--- src/rtl/ex_muldiv_sequencer.sv ---
// Iterative RV32M multiply/divide unit for the EX stage.
// Shift-add multiply and restoring divide on a shared double-width accumulator; stalls EX while busy.
module ex_muldiv_sequencer #(
    parameter int unsigned DATA_WIDTH = 32,
    parameter int unsigned CNT_WIDTH  = $clog2(DATA_WIDTH) + 1
) (
    input  logic                  i_clock,
    input  logic                  i_reset,
    input  logic                  i_valid,
    input  logic [2:0]            i_op,
    input  logic [DATA_WIDTH-1:0] i_dataA,
    input  logic [DATA_WIDTH-1:0] i_dataB,
    input  logic                  i_ready,
    input  logic                  i_flush,
    output logic                  o_stall,
    output logic                  o_valid,
    output logic [DATA_WIDTH-1:0] o_result
);

    localparam int unsigned W  = DATA_WIDTH;
    localparam int unsigned W2 = 2 * DATA_WIDTH;

    typedef enum logic [1:0] {IDLE, CALC, DONE} state_t;

    state_t               state, state_nxt;
    logic [CNT_WIDTH-1:0] cnt, cnt_nxt;
    logic [2:0]           op_q, op_nxt;
    logic [W-1:0]         a_mag, a_nxt;
    logic [W-1:0]         b_mag, b_nxt;
    logic                 res_neg, neg_nxt;
    logic [W2-1:0]        acc, acc_nxt;
    logic [W-1:0]         result_nxt;
    logic                 valid_nxt;

    // Operand decode for a newly accepted instruction
    logic         a_signed, b_signed, a_neg_in, b_neg_in, sign_in;
    logic         div_zero, div_ovf;
    logic [W-1:0] a_mag_in, b_mag_in, fast_result;

    assign a_signed = (i_op == 3'd1) || (i_op == 3'd2) || (i_op == 3'd4) || (i_op == 3'd6);
    assign b_signed = (i_op == 3'd1) || (i_op == 3'd4) || (i_op == 3'd6);
    assign a_neg_in = a_signed & i_dataA[W-1];
    assign b_neg_in = b_signed & i_dataB[W-1];
    assign a_mag_in = a_neg_in ? W'(-i_dataA) : i_dataA;
    assign b_mag_in = b_neg_in ? W'(-i_dataB) : i_dataB;
    // Remainder sign follows the dividend; unsigned ops never negate
    assign sign_in  = (i_op == 3'd6) ? a_neg_in :
                      ((i_op == 3'd1) || (i_op == 3'd2) || (i_op == 3'd4)) ? (a_neg_in ^ b_neg_in) : 1'b0;

    assign div_zero = i_op[2] && (i_dataB == '0);
    assign div_ovf  = i_op[2] && !i_op[0] && (i_dataA == {1'b1, {(W-1){1'b0}}}) && (i_dataB == '1);
    assign fast_result = div_zero ? (i_op[1] ? i_dataA : '1)
                                  : (i_op[1] ? '0 : i_dataA);

    // One iteration of the active algorithm
    logic [W:0]    mul_sum, div_shift;
    logic          div_ge;
    logic [W-1:0]  div_rem;
    logic [W2-1:0] iter_acc, prod_fix;
    logic [W-1:0]  quot_fix, rem_fix, calc_result;

    assign mul_sum   = {1'b0, acc[W2-1:W]} + (acc[0] ? {1'b0, a_mag} : (W+1)'(0));
    assign div_shift = {acc[W2-1:W], acc[W-1]};
    assign div_ge    = div_shift >= {1'b0, b_mag};
    assign div_rem   = div_ge ? W'(div_shift - {1'b0, b_mag}) : div_shift[W-1:0];
    assign iter_acc  = op_q[2] ? {div_rem, acc[W-2:0], div_ge} : {mul_sum, acc[W-1:1]};

    assign prod_fix    = res_neg ? W2'(-iter_acc) : iter_acc;
    assign quot_fix    = res_neg ? W'(-iter_acc[W-1:0]) : iter_acc[W-1:0];
    assign rem_fix     = res_neg ? W'(-iter_acc[W2-1:W]) : iter_acc[W2-1:W];
    assign calc_result = !op_q[2] ? ((op_q == 3'd0) ? prod_fix[W-1:0] : prod_fix[W2-1:W])
                                  : (op_q[1] ? rem_fix : quot_fix);

    always_ff @(posedge i_clock or posedge i_reset) begin
        if (i_reset) begin
            state    <= IDLE;
            cnt      <= '0;
            op_q     <= '0;
            a_mag    <= '0;
            b_mag    <= '0;
            res_neg  <= 1'b0;
            acc      <= '0;
            o_result <= '0;
            o_valid  <= 1'b0;
        end else begin
            state    <= state_nxt;
            cnt      <= cnt_nxt;
            op_q     <= op_nxt;
            a_mag    <= a_nxt;
            b_mag    <= b_nxt;
            res_neg  <= neg_nxt;
            acc      <= acc_nxt;
            o_result <= result_nxt;
            o_valid  <= valid_nxt;
        end
    end

    always_comb begin
        state_nxt  = state;
        cnt_nxt    = cnt;
        op_nxt     = op_q;
        a_nxt      = a_mag;
        b_nxt      = b_mag;
        neg_nxt    = res_neg;
        acc_nxt    = acc;
        result_nxt = o_result;
        o_stall    = 1'b0;

        case (state)
            IDLE: begin
                o_stall = i_valid;
                if (i_valid) begin
                    op_nxt  = i_op;
                    a_nxt   = a_mag_in;
                    b_nxt   = b_mag_in;
                    neg_nxt = sign_in;
                    cnt_nxt = '0;
                    if (div_zero || div_ovf) begin
                        state_nxt  = DONE;
                        result_nxt = fast_result;
                    end else begin
                        state_nxt = CALC;
                        acc_nxt   = {{W{1'b0}}, (i_op[2] ? a_mag_in : b_mag_in)};
                    end
                end
            end
            CALC: begin
                o_stall = 1'b1;
                acc_nxt = iter_acc;
                cnt_nxt = cnt + CNT_WIDTH'(1);
                if (cnt == CNT_WIDTH'(W - 1)) begin
                    state_nxt  = DONE;
                    result_nxt = calc_result;
                end
            end
            DONE: begin
                if (i_ready) state_nxt = IDLE;
            end
            default: state_nxt = IDLE;
        endcase

        // Flush wins over ready and acceptance; reset forces the stall low immediately
        if (i_flush) begin
            state_nxt  = IDLE;
            result_nxt = o_result;
            o_stall    = 1'b0;
        end
        if (i_reset) o_stall = 1'b0;
        valid_nxt = (state_nxt == DONE);
    end

endmodule

--- config.mk ---
export PLATFORM = sky130hd
export DESIGN_NAME = ex_muldiv_sequencer
export DESIGN_NICKNAME = d
export VERILOG_FILES = /design/src/rtl/ex_muldiv_sequencer.sv
export SDC_FILE = /design/constraint.sdc
export NUM_CORES = 1
export LEC_CHECK = 0
export CAP_MARGIN = 0
export CORE_MARGIN = 4
export CORE_UTILIZATION = 50
export CTS_CLUSTER_SIZE = 30
export DETAILED_ROUTE_END_ITERATION = 16
export PLACE_DENSITY = 0.76
export SLEW_MARGIN = 10
export SYNTH_ARGS = -nofsm -noshare
export SYNTH_HDL_FRONTEND = slang
export SYNTH_SLANG_ARGS = --single-unit
export TNS_END_PERCENT = 1
--- constraint.sdc ---
create_clock -name i_clock -period 6.7 [get_ports i_clock]
set_clock_uncertainty 0.05 [all_clocks]
set_input_delay 1.34 -clock i_clock [delete_from_list [all_inputs] [get_ports i_clock]]
set_output_delay 1.34 -clock i_clock [all_outputs]
set_load 0.02 [all_outputs]
==> results.py <==
metrics = {
    "outcome": {
        "run_status": "completed",
    },
    "cts": {
        "insertion_delay_ns": 0.47,
        "cts-root-buf": "clkbuf_16",
        "cts_tree": "yes",
        "cts_sinks": 173,
        "cts.repair.resized": 0,
        "clk_pin_slew_ns": 0.08,
        "htreeDepth": 4,
        "cts_max_path_buffers": 2,
        "hold_buffers": 0,
        "postCtsSetupBuffers": 0,
        "cts_buffers": 17,
    },
    "synth": {
        "synthArstFlopShare_pct": 100,
        "synth_warnings": 0,
        "ys.flop_type": "dfrtp_1",
        "ys_ff_latch": 173,
        "synth-edff-count": 0,
        "synth.area.top_cells": "dfrtp_1, o21ai_0, nand2_1, ha_1, xor2_1",
        "avgSynthCellArea_um2": 7.85,
        "syn_nets": 2278,
        "synth_cell_types": 103,
        "syn_area_mm2": 0.0167,
        "syn_inst": 2134,
        "yosysSeqAreaShare_pct": 25.8,
        "synth_top_area_cell": "dfrtp_1",
        "yosysTopAreaCellShare_pct": 25.8,
    },
    "placement": {
        "placed_area_mm2": 0.0181,
        "dp_hpwl_um": 56200,
        "numPortBuffers": 105,
        "gp_congestion": 1.09,
    },
    "timing": {
        "rsz0062_at_grt": "no",
        "hold_violations": 0,
        "slew_viol_final": 0,
        "setup_viol": 0,
        "period_share_pct": 92.3,
        "final.setup.tns_ns": 0,
        "tightest_slew_ns": 1.26,
        "layout_min_cycle_time_ns": 6.18,
        "relSlewSlack_pct": 15.7,
        "fmax_ghz": 0.162,
    },
    "pwr": {
        "power.leakage_nw": 7.68,
        "swShare_pct": 55.0,
        "power_density_mw_per_mm2": 421,
        "power_w": 0.00788,
        "ir_worst_vdd_v": 0.000278,
        "p_clk_share_pct": 13.4,
        "p_int_w": 0.00355,
        "seq_power_share_pct": 19.9,
        "p_comb_share_pct": 66.7,
        "power.switching_w": 0.00433,
    },
    "setup_path": {
        "cp-start-kind": "register",
        "crit_type": "reg2reg",
        "rr_startpoint": "acc[0]",
        "worstPathArrival_ns": 6.50,
        "critPathCaptureType": "register",
        "reg2reg_setup_slack_ns": 0.52,
        "critPathMaxFanout": 34,
        "crit_path_start": "acc[0]",
        "worstPathRequired_ns": 7.02,
    },
    "routing": {
        "ant_nets": 0,
        "drc": 0,
        "firstDrtPassIters": 7,
        "avgRoutedWirePerCell_um": 27.1,
        "avgViaCountPerCell": 6.83,
        "drtIter0Drc": 2534,
        "vias": 17900,
        "wl_um": 71100,
    },
    "grt": {
        "grt_pass1_wl_um": 106000,
        "grtUsageMet1_pct": 53.4,
        "grt_pass1_vias": 16600,
        "grt_max_degree": 125,
        "grt_antenna_before_repair": 3,
        "grtUsageTotal_pct": 38.4,
        "use_met3_pct": 10.3,
        "gr-total-overflow": 0,
        "grt_util_met2_pct": 55.9,
        "grt-busiest-layer": "met2",
    },
    "die": {
        "io_pins": 106,
        "die_w_um": 191,
        "die_height_um": 191,
        "num_rows": 66,
        "core_area_mm2": 0.0328,
        "start_util_pct": 51.1,
        "dieArea_mm2": 0.0365,
    },
    "layout": {
        "postLayoutCoreUtil_pct": 57.0,
        "drive_gt1_share_pct": 6.81,
        "area_delta_synth_final_pct": 11.7,
        "nNetsFinal": 2305,
        "final_area_mm2": 0.0187,
    },
    "run": {
        "cap_viol_max_count": 0,
    },
    "min_path": {
        "hold_path.class": "reg2reg",
        "hp-start": "a_mag[18]",
    },
}
worst paths after layout:
path	end	cells past startpoint
setup / recovery	o_result[31]	17
hold / removal	a_mag[18]	2
setup reg to reg	o_result[31]	17
hold reg to reg	a_mag[18]	2
max in group asynchronous	res_neg	3
min in group asynchronous	acc[24]	2
placed cells by master (no fill, tap or decap), types with 69 or more instances in the layout:
cell and count:
a21oi_1 125, clkdlybuf4s50_1 105, dfrtp_1 171, ha_1 70
inv_1 69, nand2_1 245, nand3_1 85, nor2_1 148
o21ai_0 226, xnor2_1 79, xor2_1 88
flip-flops by register name, indices dropped and copies added, names as in the netlist:
| register | count |
|---|---|
| o_result | 32 |
| cnt | 6 |
| op_q | 3 |
| o_valid | 1 |
| res_neg | 1 |
| state | 2 |
| b_mag | 32 |
| acc | 64 |
| a_mag | 32 |
logic make-up after synthesis:
logic type,share of synthesized area (%)
simple gates,21.2
fa+ha+maj,6.84
buf+inv,5.08
mux,4.18
flops,25.8
compound gates,28.1
xor+xnor,8.73
metal layers:
metal,up-vias,share of wire [%],wire (um)
met5,-,0.028,20
met4,4,5.3,3750
met3,214,12,8660
met2,1190,42,29900
met1,8548,40,28700
li1,7918,-,-
synth_stat cells, drive strengths merged (23+ instances only):
library cell    n
a211oi         27
a21o           29
a21oi         128
a221o          30
and2           44
buf            28
clkbuf        109
dfrtp         173
ha             70
inv            71
maj3           23
mux2i          62
nand2         246
nand3          86
nand4          34
nor2          151
nor3           35
o211ai         25
o21ai         235
o31ai          34
or3            30
xnor2          79
xor2           88
area by class of cell:
type / count / area [um^2]
Antenna cell: 1 / 2.50
Clock buffer: 18 / 429
Clock inverter: 14 / 165
Fill cell: 3100 / 14100
Inverter: 71 / 272
Multi-Input combinational cell: 1753 / 11600
Sequential cell: 173 / 4330
Tap cell: 442 / 553
Timing Repair Buffer: 145 / 1350
power by group through the flow:
stage | logic [W] | clock network (W) | registers, W
5_1_grt | 0.00554 | 0.00110 | 0.00159
6_report | 0.00526 | 0.00105 | 0.00157
3_3_place_gp | 0.00498 | 0 | 0.00156
3_5_place_dp | 0.00502 | 0 | 0.00157
2_1_floorplan | 0.00350 | 0 | 0.00142
4_1_cts | 0.00505 | 0.00105 | 0.00155
critical path, cell delays in order, from the launching register on:
cell	delay (ns)
dfrtp_1	1.19
and2_1	0.26
ha_1	0.18
inv_1	0.06
fa_1	0.38
nor2b_1	0.22
o2111ai_1	0.29
a21boi_0	0.42
o21a_1	0.19
o21a_1	0.12
o32ai_1	0.15
a21oi_1	0.37
nand4b_2	0.24
or3_1	0.61
or4b_1	0.60
o21ai_1	0.16
mux2_1	0.34
a211oi_1	0.22
per-stage QoR:
step / instances / worst slack [ns] / hold slack (ns)
final: 2617 / 0.517 / 0.431
after global routing: 2616 / 0.190 / 0.457
after CTS: 2616 / 0.674 / 0.435
after detailed placement: 2584 / 0.661 / 0.417
after global placement: 2584 / 0.701 / 0.405
after floorplan: 2134 / 0.622 / 0.388
(Power assumes the default switching activity.)
